===== src/rtl/pipeline_hazard_controller.sv =====
// Stall/hold/flush sequencer for the 5-stage MIPS pipeline (load-use, multi-cycle HI/LO, taken branch).
// Optional performance counters are enabled by defining HAZARD_PERF_CNT_EN.
module pipeline_hazard_controller #(
    parameter int MULT_CYCLES = 4,
    parameter int CNT_W       = 4
) (
    input  logic       Clk,
    input  logic       Rst,
    input  logic [4:0] Rs_ID,
    input  logic [4:0] Rt_ID,
    input  logic       UsesRt_ID,
    input  logic       MemRead_EX,
    input  logic [4:0] WriteRegister_EX,
    input  logic       Branch_EX,
    input  logic       Zero_EX,
    input  logic       MultStart_EX,
    output logic       PCWrite,
    output logic       IF_ID_Write,
    output logic       IF_ID_Flush,
    output logic       ID_EX_Bubble,
    output logic       EX_Hold,
    output logic       Busy
`ifdef HAZARD_PERF_CNT_EN
    ,
    output logic [31:0] StallCycles,
    output logic [31:0] FlushCount
`endif
);

    typedef enum logic [1:0] {RUN, MUL_WAIT, MUL_LAST} state_t;

    state_t           state_q, state_d;
    logic [CNT_W-1:0] cnt_q, cnt_d;
    logic             branch_taken;
    logic             load_use;

    assign branch_taken = Branch_EX & Zero_EX;
    assign load_use     = MemRead_EX & (WriteRegister_EX != 5'd0) &
                          ((WriteRegister_EX == Rs_ID) | (UsesRt_ID & (WriteRegister_EX == Rt_ID)));

    always_ff @(posedge Clk) begin
        if (Rst) begin
            state_q <= RUN;
            cnt_q   <= '0;
        end else begin
            state_q <= state_d;
            cnt_q   <= cnt_d;
        end
    end

    always_comb begin
        state_d      = state_q;
        cnt_d        = cnt_q;
        PCWrite      = 1'b1;
        IF_ID_Write  = 1'b1;
        IF_ID_Flush  = 1'b0;
        ID_EX_Bubble = 1'b0;
        EX_Hold      = 1'b0;
        Busy         = 1'b0;
        case (state_q)
            RUN: begin
                if (branch_taken) begin
                    IF_ID_Flush  = 1'b1;
                    ID_EX_Bubble = 1'b1;
                end else if (MultStart_EX) begin
                    PCWrite     = 1'b0;
                    IF_ID_Write = 1'b0;
                    EX_Hold     = 1'b1;
                    Busy        = 1'b1;
                    state_d     = MUL_WAIT;
                    cnt_d       = CNT_W'(MULT_CYCLES - 2);
                end else if (load_use) begin
                    PCWrite      = 1'b0;
                    IF_ID_Write  = 1'b0;
                    ID_EX_Bubble = 1'b1;
                end
            end
            MUL_WAIT: begin
                PCWrite     = 1'b0;
                IF_ID_Write = 1'b0;
                EX_Hold     = 1'b1;
                Busy        = 1'b1;
                if (cnt_q == '0) begin
                    state_d = MUL_LAST;
                end else begin
                    cnt_d = cnt_q - CNT_W'(1);
                end
            end
            MUL_LAST: begin
                // The departing op still drives MultStart_EX here, so it must not re-arm.
                Busy    = 1'b1;
                state_d = RUN;
            end
            default: state_d = RUN;
        endcase
        if (Rst) begin
            PCWrite      = 1'b0;
            IF_ID_Write  = 1'b0;
            IF_ID_Flush  = 1'b1;
            ID_EX_Bubble = 1'b1;
            EX_Hold      = 1'b0;
            Busy         = 1'b0;
        end
    end

`ifdef HAZARD_PERF_CNT_EN
    logic [31:0] stall_q, flush_q;

    always_ff @(posedge Clk) begin
        if (Rst) begin
            stall_q <= '0;
            flush_q <= '0;
        end else begin
            if (!PCWrite && (stall_q != 32'hFFFF_FFFF)) stall_q <= stall_q + 32'd1;
            if (IF_ID_Flush && (flush_q != 32'hFFFF_FFFF)) flush_q <= flush_q + 32'd1;
        end
    end

    assign StallCycles = stall_q;
    assign FlushCount  = flush_q;
`endif

endmodule

===== config.mk =====
export PLATFORM = sky130hd
export DESIGN_NAME = pipeline_hazard_controller
export DESIGN_NICKNAME = d
export VERILOG_FILES = /design/src/rtl/pipeline_hazard_controller.sv
export SDC_FILE = /design/constraint.sdc
export NUM_CORES = 1
export LEC_CHECK = 0
export BUFFER_PORTS_ARGS = -buffer_cell sky130_fd_sc_hd__buf_2
export CAP_MARGIN = 20
export CELL_PAD_IN_SITES_DETAIL_PLACEMENT = 1
export CELL_PAD_IN_SITES_GLOBAL_PLACEMENT = 1
export CORE_ASPECT_RATIO = 1.1
export CORE_MARGIN = 2
export CORE_UTILIZATION = 33
export CTS_BUF_LIST = sky130_fd_sc_hd__clkbuf_8
export DETAILED_ROUTE_END_ITERATION = 10
export PLACE_DENSITY_LB_ADDON = 0.25
export SLEW_MARGIN = 30
export SYNTH_ARGS = -nofsm -noshare
export SYNTH_HDL_FRONTEND = slang
export SYNTH_SLANG_ARGS = --single-unit

===== constraint.sdc =====
create_clock -name Clk -period 2.13 [get_ports Clk]
set_input_delay 0.426 -clock Clk [delete_from_list [all_inputs] [get_ports Clk]]
set_output_delay 0.426 -clock Clk [all_outputs]
set_load 0.05 [all_outputs]

==> results of run 1 <==
## power by group through the flow
stage | clock, W | combinational [W] | sequential (W)
floorplan | 0 | 0.000289 | 0.000154
global placement | 0 | 0.000383 | 0.000159
detailed placement | 0 | 0.000400 | 0.000162
CTS | 0.000171 | 0.000413 | 0.000161
global route | 0.000176 | 0.000464 | 0.000166
finish | 0.000167 | 0.000419 | 0.000161
## critical path, cell delays in order
cell and delay (ns):
buf_2 0.11, xor2_1 0.17, nor4_2 0.26, a32oi_1 0.16, buf_4 0.16, o21bai_2 0.12, clkbuf_4 0.24
## per-stage QoR
step / util (%) / hold slack [ns] / area [um^2] / setup slack [ns] / instances
after floorplan: - / 0.452 / 617 / 0.0185 / 75
after global placement: 46.4 / 0.474 / 808 / -0.0330 / 124
after detailed placement: 46.4 / 0.490 / 808 / -0.0511 / 124
after CTS: 49.5 / 0.480 / 862 / 0.0105 / 127
after global routing: 50.0 / 0.504 / 871 / -0.00848 / 127
final: 50.0 / 0.481 / 871 / 0.0513 / 127
## flip-flops by register name, summed over array words and instances (netlist names)
signal	cells
state_q	2
cnt_q	4
## cells in the mapped netlist, drive strengths merged, types with 2 or more instances
| cell type | count | area, um^2 |
|---|---|---|
| a211oi | 2 | 15.0 |
| a21oi | 3 | 15.0 |
| a31oi | 2 | 12.5 |
| dfxtp | 6 | 120 |
| ha | 4 | 50.1 |
| inv | 7 | 26.3 |
| mux2i | 2 | 20.0 |
| nand2 | 5 | 18.8 |
| nand2b | 3 | 18.8 |
| nand3 | 2 | 10.0 |
| nor2 | 6 | 22.5 |
| nor3 | 3 | 15.0 |
| nor4 | 2 | 18.8 |
| xor2 | 9 | 78.8 |
## metal layers
layer / up-vias / track usage [%]
met4: 0 / 6.06
li1: 344 / -
met3: 0 / 0.373
met1: 324 / 22.0
met5: - / 0
met2: 21 / 34.1
## final cells by class
class,count,area share (%)
multi-input cells,60,53.0
repair buffers,33,22.8
flip-flops and latches,6,13.8
clock buffers,3,4.74
inverters,7,3.02
well taps,18,2.59
## cells by family after synthesis
| logic type | after synthesis | share of synthesized area, % |
|---|---|---|
| AOI/OAI and AO/OA | 18 | 22.9 |
| xor gates and xnor gates | 10 | 14.7 |
| adders and majority gates | 4 | 8.39 |
| buffers and inverters | 9 | 6.29 |
| DFF | 6 | 20.1 |
| muxes | 2 | 3.35 |
| and+or+nand+nor | 26 | 24.3 |
## final timing paths
check                             start                       to  cells past startpoint
setup / recovery    WriteRegister_EX[4]             ID_EX_Bubble                      7
hold / removal                      Rst  state_q[0]$_SDFFE_PP0P_                      2
setup reg to reg  cnt_q[0]$_SDFFE_PP0P_    cnt_q[0]$_SDFFE_PP0P_                      6
hold reg to reg   cnt_q[3]$_SDFFE_PP0P_    cnt_q[3]$_SDFFE_PP0P_                      2
## cell usage in the layout (no fill, tap or decap), types with 3 or more instances in the layout
| cell type | instances |
|---|---|
| buf_6 | 3 |
| nor2_1 | 5 |
| nand2_1 | 5 |
| ha_1 | 4 |
| buf_2 | 24 |
| inv_1 | 7 |
| a21oi_1 | 3 |
| clkbuf_8 | 3 |
| buf_4 | 5 |
| dfxtp_1 | 6 |
| xor2_1 | 9 |
| nand2b_1 | 3 |
## repair_timing
action / in CTS / in global routing
gates resized for setup: 4 / 3
pin swaps: 2 / 0
setup endpoints to repair: 2 / 3
==> impl_metrics.py, run 1 <==
metrics = {
    "power_and_ir_drop": {
        "power.density_nw_per_um2": 858,
        "finalPower_w": 0.000747,
        "pwr-share-seq_pct": 21.6,
        "p_leak_nw": 0.408,
        "switching_share_pct": 43.4,
        "p_clk_share_pct": 22.3,
        "comb_power_share_pct": 56.1,
        "p_switching_w": 0.000324,
        "internal_power_w": 0.000423,
        "ir_worst_vdd_mv": 0.551,
    },
    "cells_and_area": {
        "num_antenna_cells": 0,
        "drive_gt1_share_pct": 38.5,
        "fillers": 223,
        "seqCellArea_um2": 120,
        "multiInputGateArea_um2": 462,
        "nets": 137,
        "area_delta_synth_final_pct": 45.9,
    },
    "placement": {
        "place_hpwl_um": 1460,
        "place_congestion": 0.776,
        "port_buffers": 27,
    },
    "floorplanning": {
        "io_pins": 28,
        "core-area_um2": 1740,
        "initial_utilization_pct": 34.3,
        "dieArea_um2": 2160,
        "die_h_um": 48.6,
        "fp-row-count": 16,
        "die_width_um": 44.5,
    },
    "status": {
        "status": "complete, no violations",
    },
    "drt": {
        "viasPerCell": 5.43,
        "final_antenna_net_count": 0,
        "wirelength_met1_um": 701,
        "wl_met2_um": 980,
        "via_count": 689,
        "drtPass1Iterations": 3,
        "top_layer_used": "met3",
        "drtIter0Drc": 8,
        "drc_errors": 0,
        "wl_per_cell_um": 14.0,
        "routed_wl_um": 1780,
        "met3_length_um": 93,
    },
    "timing": {
        "finalClockSkew_ns": 0.00149,
        "final-max-slew-violation-count": 0,
        "min_period_over_period_pct": 97.6,
        "fin_crit_ns": 2.08,
        "max_freq_mhz": 481,
        "max_slew_margin_pct": 60.6,
        "hold_viol_final": 0,
        "finalSetupTns_ns": 0,
        "tightestPinTransition_ns": 0.590,
        "setup_viol": 0,
        "grt_setup_unrepaired": "yes",
    },
    "cts": {
        "cts_tree": "built",
        "clock_sinks": 6,
        "cts_buffers": 3,
        "ctsHoldBuffers": 0,
        "clkTransAtPathRegs_ns": 0.04,
        "cts_setup_buffers": 0,
        "clock_latency_ns": 0.22,
        "cts_root_buf": "clkbuf_8",
        "clockBufferDepth": 2,
        "ctsHtreeMaxLevel": 1,
    },
    "synthesis": {
        "synthArstFlopShare_pct": 0,
        "synth_edf_count": 0,
        "synth_ff_type": "dfxtp_1",
        "synth_cells": 75,
        "syn_area_um2": 597,
        "yosys_warnings": 0,
        "ys_seq_elements": 6,
        "post_synth_num_cell_types": 34,
        "syn-num-nets": 101,
        "synth_area_per_cell_um2": 7.96,
        "synth.yosys.seq_area_share_pct": 20.1,
    },
    "worst_setup_path": {
        "endpoint_kind": "primary output",
        "worstPathRequired_ns": 1.70,
        "regToRegSetupSlack_ns": 0.48,
        "start_kind": "primary input",
        "crit_type": "primary input to primary output",
        "cp.arrival_ns": 1.65,
        "cp_max_fo": 2,
    },
    "global_route": {
        "antenna_found_initial": 0,
        "grt_overflow": 0,
        "grt_max_degree": 12,
        "grt_first_pass_wirelength_um": 3080,
        "grt_usage_pct": 18.5,
        "grt_pass1_vias": 700,
    },
    "hold_path": {
        "hold_class": "primary input to flip-flop",
    },
    "flow_run": {
        "max_cap_violations": 0,
    },
}
(Power assumes the default switching activity.)
==> run 2, diff against run 1 <==
--- a/config.mk
+++ b/config.mk
@@ -5,13 +5,14 @@
 export SDC_FILE = /design/constraint.sdc
 export NUM_CORES = 1
 export LEC_CHECK = 0
+export ABC_AREA = 1
 export BUFFER_PORTS_ARGS = -buffer_cell sky130_fd_sc_hd__buf_2
 export CAP_MARGIN = 20
 export CELL_PAD_IN_SITES_DETAIL_PLACEMENT = 1
 export CELL_PAD_IN_SITES_GLOBAL_PLACEMENT = 1
 export CORE_ASPECT_RATIO = 1.1
 export CORE_MARGIN = 2
-export CORE_UTILIZATION = 33
+export CORE_UTILIZATION = 31
 export CTS_BUF_LIST = sky130_fd_sc_hd__clkbuf_8
 export DETAILED_ROUTE_END_ITERATION = 10
 export PLACE_DENSITY_LB_ADDON = 0.25
==> impl_metrics.py, run 2 <==
metrics = {
    "worst_setup_path": {
        "crit_buf_inv": 4,
        "path_common_cell": "inv_1",
        "cp_max_fo": 5,
        "regToRegSetupSlack_ns": 0.63,
        "crit_chain": "inv_1, ha_1, inv_1, nor2_2, inv_2, o21bai_1, buf_2",
        "reg2reg_depth": 9,
        "endpoint_kind": "primary output",
        "critPathMaxStageDelay_ns": 0.31,
        "slowest_stage": "dfxtp_1",
        "r2r-end": "cnt_q[3]$_SDFFE_PP0P_",
        "cp.arrival_ns": 1.61,
        "cp_top_family": "buffers and inverters",
        "regToRegStartpoint": "state_q[0]$_SDFFE_PP0P_",
        "start_kind": "flip-flop",
        "crit_type": "flip-flop to primary output",
        "worstPathRequired_ns": 1.70,
    },
    "timing": {
        "finalClockSkew_ns": 0.00494,
        "grt_setup_unrepaired": "yes",
        "final-max-slew-violation-count": 0,
        "max_slew_margin_pct": 76.0,
        "max_freq_mhz": 490,
        "final.setup.worst_slack_ns": 0.0890,
        "hold_ws_ns": 0.448,
        "min_period_over_period_pct": 95.8,
        "setup_viol": 0,
        "hold_viol_final": 0,
        "tightestPinTransition_ns": 0.357,
        "fin_crit_ns": 2.04,
    },
    "cts": {
        "cts_tree": "built",
        "cts_buffers": 3,
        "cts.repair.resized": 0,
        "cts_root_buf": "clkbuf_8",
        "clock_sinks": 6,
        "ctsHtreeMaxLevel": 1,
        "cts_setup_buffers": 0,
        "clock_latency_ns": 0.23,
        "ctsHoldBuffers": 0,
        "clkTransAtPathRegs_ns": 0.03,
        "clockBufferDepth": 2,
    },
    "hold_path": {
        "worstHoldEndpoint": "state_q[0]$_SDFFE_PP0P_",
        "hold_class": "primary input to flip-flop",
        "worstHoldStart": "Rst",
        "min_path_cells": 2,
    },
    "floorplanning": {
        "die_width_um": 48.0,
        "initial_utilization_pct": 32.7,
        "die_h_um": 52.4,
        "core-area_um2": 2020,
        "fp-row-count": 17,
        "io_pins": 28,
        "dieArea_um2": 2520,
    },
    "power_and_ir_drop": {
        "switching_share_pct": 46.2,
        "p_leak_nw": 0.512,
        "pwr-share-seq_pct": 21.9,
        "power.density_nw_per_um2": 825,
        "comb_power_share_pct": 53.6,
        "finalPower_w": 0.000721,
        "internal_power_w": 0.000388,
        "ir_worst_vdd_mv": 0.365,
        "p_clk_share_pct": 24.5,
        "p_switching_w": 0.000333,
    },
    "global_route": {
        "antenna_found_initial": 0,
        "grt_pass1_vias": 722,
        "grt_usage_pct": 16.6,
        "grt_max_degree": 7,
        "grt_first_pass_wirelength_um": 2940,
        "grt_overflow": 0,
    },
    "cells_and_area": {
        "largest_register": "cnt_q",
        "largest_reg_flops": 4,
        "mostFrequentLayoutCells": "nand2_1, buf_2, inv_1",
        "drive_gt1_share_pct": 28.1,
        "area_delta_synth_final_pct": 32.2,
        "mostFrequentLayoutCell": "nand2_1",
        "fin_util_pct": 43.2,
        "nets": 174,
        "fillers": 301,
        "num_antenna_cells": 0,
        "top_regs": "cnt_q: 4 flops, state_q: 2 flops",
    },
    "synthesis": {
        "yosys.cell_count.top_type": "nand2_1",
        "synthArstFlopShare_pct": 0,
        "ys_seq_elements": 6,
        "synth_largest_area_cell": "nand2_1",
        "synth.yosys.seq_area_share_pct": 18.2,
        "yosys_warnings": 0,
        "synth_cells": 117,
        "syn-num-nets": 143,
        "yosysTopAreaCellShare_pct": 22.2,
        "synth_common_cells": "nand2_1, inv_1, nor2_1",
        "synth_ff_type": "dfxtp_1",
        "post_synth_num_cell_types": 22,
        "netlist_top_cells_area": "nand2_1, dfxtp_1, inv_1",
        "synth_area_per_cell_um2": 5.65,
        "syn_area_um2": 661,
        "synth_edf_count": 0,
    },
    "placement": {
        "pre_cts_slack_ns": 0.208,
        "place_congestion": 0.729,
        "place_hpwl_um": 1550,
        "port_buffers": 27,
    },
    "drt": {
        "drc_errors": 0,
        "routed_wl_um": 1750,
        "final_antenna_net_count": 0,
        "drtIter0Drc": 3,
        "via_count": 794,
        "viasPerCell": 4.56,
        "drtPass1Iterations": 4,
        "wl_per_cell_um": 10.0,
    },
    "status": {
        "status": "complete, no violations",
    },
    "flow_run": {
        "max_cap_violations": 0,
    },
}
## run 2: cell count changes in the layout (fill, tap and decap cells not counted), sizes merged, moves of 3 or more
cell and delta:
nand2 +35, inv +19, xor2 -9, nand3 +8, nor2 +8, buf -5
a21oi +3, nand2b -3, o21ai +3
## run 2: area by class of cell
type,instances,area (um^2),share of cell area (%)
multi-input combinational,84,444,50.9
timing repair buffer,27,135,15.5
tap,28,35.0,4.01
inverter,26,97.6,11.2
clock buffer,3,41.3,4.73
sequential,6,120,13.8
## run 2: how the worst max path moves through the flow
stage	start	end	slack [ns]	depth (start not counted)
final	state_q[1]$_SDFFE_PP0P_	ID_EX_Bubble	0.09	7
after CTS	state_q[0]$_SDFFE_PP0P_	IF_ID_Write	0.08	5
after floorplan	state_q[0]$_SDFFE_PP0P_	PCWrite	0.0006	5
after global routing	state_q[1]$_SDFFE_PP0P_	PCWrite	-0.007	6
after global placement	WriteRegister_EX[0]	IF_ID_Write	0.25	9
after detailed placement	WriteRegister_EX[2]	IF_ID_Write	0.21	11
## run 2: layer usage
layer  GRT usage, %  share of wire [%]
met1           19.5                 42
met2           26.9                 50
met3           4.14                5.2
met4           8.11                2.5
met5              0                  0
## run 2: through the flow
stage | TNS (ns) | instances | cell area, um^2
2_1_floorplan | 0 | 117 | 669
3_3_place_gp | 0 | 171 | 832
3_5_place_dp | 0 | 171 | 832
4_1_cts | 0 | 174 | 873
5_1_grt | -0.0120 | 174 | 873
6_report | 0 | 174 | 873
## run 2: logic make-up (layout without fill, tap and decap cells)
family / after synthesis / in the layout / synth area share [%]
and+or+nand+nor: 66 / 66 / 45.8
AOI/OAI and AO/OA: 13 / 13 / 11.2
adders and majority gates: 4 / 4 / 7.58
buffers and inverters: 27 / 56 / 15.9
DFF: 6 / 6 / 18.2
xor gates and xnor gates: 1 / 1 / 1.33
## run 2: power by group through the flow
stage	sequential, W	clock, W	combinational (W)
finish	0.000158	0.000177	0.000386
global route	0.000163	0.000186	0.000430
CTS	0.000158	0.000179	0.000392
detailed placement	0.000159	0	0.000391
global placement	0.000159	0	0.000373
floorplan	0.000155	0	0.000304
==> run 3, diff against run 2 <==
==> constraint.sdc (replaced) <==
create_clock -name Clk -period 2.32 [get_ports Clk]
set_input_delay 0.464 -clock Clk [delete_from_list [all_inputs] [get_ports Clk]]
set_output_delay 0.464 -clock Clk [all_outputs]
set_load 0.05 [all_outputs]
==> impl_metrics.py, run 3 (synthesis gave the netlist of run 2 again) <==
metrics = {
    "status": {
        "status": "complete, no violations",
    },
    "cells_and_area": {
        "drive_gt1_share_pct": 28.1,
        "fin_util_pct": 43.2,
        "nets": 174,
        "largest_register": "cnt_q",
        "mostFrequentLayoutCells": "nand2_1, buf_2, inv_1",
        "mostFrequentLayoutCell": "nand2_1",
        "top_regs": "cnt_q: 4 flops, state_q: 2 flops",
        "num_antenna_cells": 0,
        "area_delta_synth_final_pct": 32.2,
        "largest_reg_flops": 4,
    },
    "cts": {
        "clkTransAtPathRegs_ns": 0.04,
        "cts_buffers": 3,
        "cts_tree": "built",
        "cts.repair.resized": 0,
        "ctsHoldBuffers": 0,
        "cts_setup_buffers": 0,
        "clockBufferDepth": 2,
        "clock_latency_ns": 0.23,
        "clock_sinks": 6,
        "ctsHtreeMaxLevel": 1,
        "cts_root_buf": "clkbuf_8",
    },
    "drt": {
        "drtPass1Iterations": 4,
        "via_count": 777,
        "routed_wl_um": 1800,
        "drtIter0Drc": 2,
        "final_antenna_net_count": 0,
        "viasPerCell": 4.47,
        "wl_per_cell_um": 10.3,
        "drc_errors": 0,
    },
    "floorplanning": {
        "core-area_um2": 2020,
        "initial_utilization_pct": 32.7,
        "fp-row-count": 17,
        "die_width_um": 48.0,
        "die_h_um": 52.4,
        "io_pins": 28,
        "dieArea_um2": 2520,
    },
    "worst_setup_path": {
        "cp.arrival_ns": 1.68,
        "endpoint_kind": "primary output",
        "cp_max_fo": 5,
        "start_kind": "flip-flop",
        "worstPathRequired_ns": 1.86,
        "crit_type": "flip-flop to primary output",
    },
    "global_route": {
        "antenna_found_initial": 0,
        "grt_pass1_vias": 782,
        "grt_max_degree": 7,
        "grt_overflow": 0,
        "grt_first_pass_wirelength_um": 3040,
        "grt_usage_pct": 16.2,
    },
    "hold_path": {
        "hold_class": "flip-flop to flip-flop",
    },
    "timing": {
        "tightestPinTransition_ns": 0.354,
        "max_slew_margin_pct": 76.2,
        "fin_crit_ns": 2.14,
        "grt_setup_unrepaired": "no",
        "max_freq_mhz": 467,
        "hold_viol_final": 0,
        "min_period_over_period_pct": 92.3,
        "setup_viol": 0,
        "final-max-slew-violation-count": 0,
        "finalClockSkew_ns": 0.00279,
        "finalSetupTns_ns": 0,
    },
    "placement": {
        "port_buffers": 27,
        "place_hpwl_um": 1620,
        "place_congestion": 0.740,
    },
    "power_and_ir_drop": {
        "power.density_nw_per_um2": 756,
        "ir_worst_vdd_mv": 0.405,
        "p_leak_nw": 0.512,
    },
    "flow_run": {
        "max_cap_violations": 0,
    },
}
run 3: cell counts in the layout (fill, tap and decap cells not counted):
No cell type changed its count.
run 3: worst paths after layout:
check	from	end	slack, ns	cells past startpoint
setup / recovery	state_q[0]$_SDFFE_PP0P_	IF_ID_Write	0.18	5
hold / removal	cnt_q[1]$_SDFFE_PP0P_	cnt_q[1]$_SDFFE_PP0P_	0.48	2
setup reg to reg	state_q[0]$_SDFFE_PP0P_	cnt_q[2]$_SDFFE_PP0P_	0.79	9
hold reg to reg	cnt_q[1]$_SDFFE_PP0P_	cnt_q[1]$_SDFFE_PP0P_	0.48	2
run 3: layout make-up:
cell class              count  area, um^2
flip-flops and latches      6         120
inverters                  26        97.6
multi-input cells          84         444
well taps                  28        35.0
repair buffers             27         135
fillers                   296        1150
clock buffers               3        41.3
run 3: through the flow:
stage               area [um^2]  total power, W  instances  hold WS [ns]  worst slack [ns]
finish                      873        0.000660        174         0.476             0.179
global route                873        0.000718        174         0.510            0.0711
CTS                         873        0.000667        174         0.478             0.163
detailed placement          832        0.000508        171         0.474             0.269
global placement            832        0.000488        171         0.469             0.363
floorplan                   669        0.000421        117         0.451             0.122
run 3: worst max-delay path: stages (launching register included):
cell,delay (ns)
dfxtp_1,0.39
inv_1,0.06
ha_1,0.26
o21a_2,0.27
a21oi_2,0.18
buf_2,0.29
run 3: report_power, final:
group          switching, W  internal [W]
combinational      0.000240      0.000116
clock             0.0000471      0.000112
sequential        0.0000171      0.000128
run 3: layer usage:
metal  global-route usage, %  wire (um)  vias up
met4                    2.70         14        0
met3                    3.10         92        3
met1                    19.7        750      339
li1                        -          -      414
met2                    28.9        941       21
met5                       0          0        -
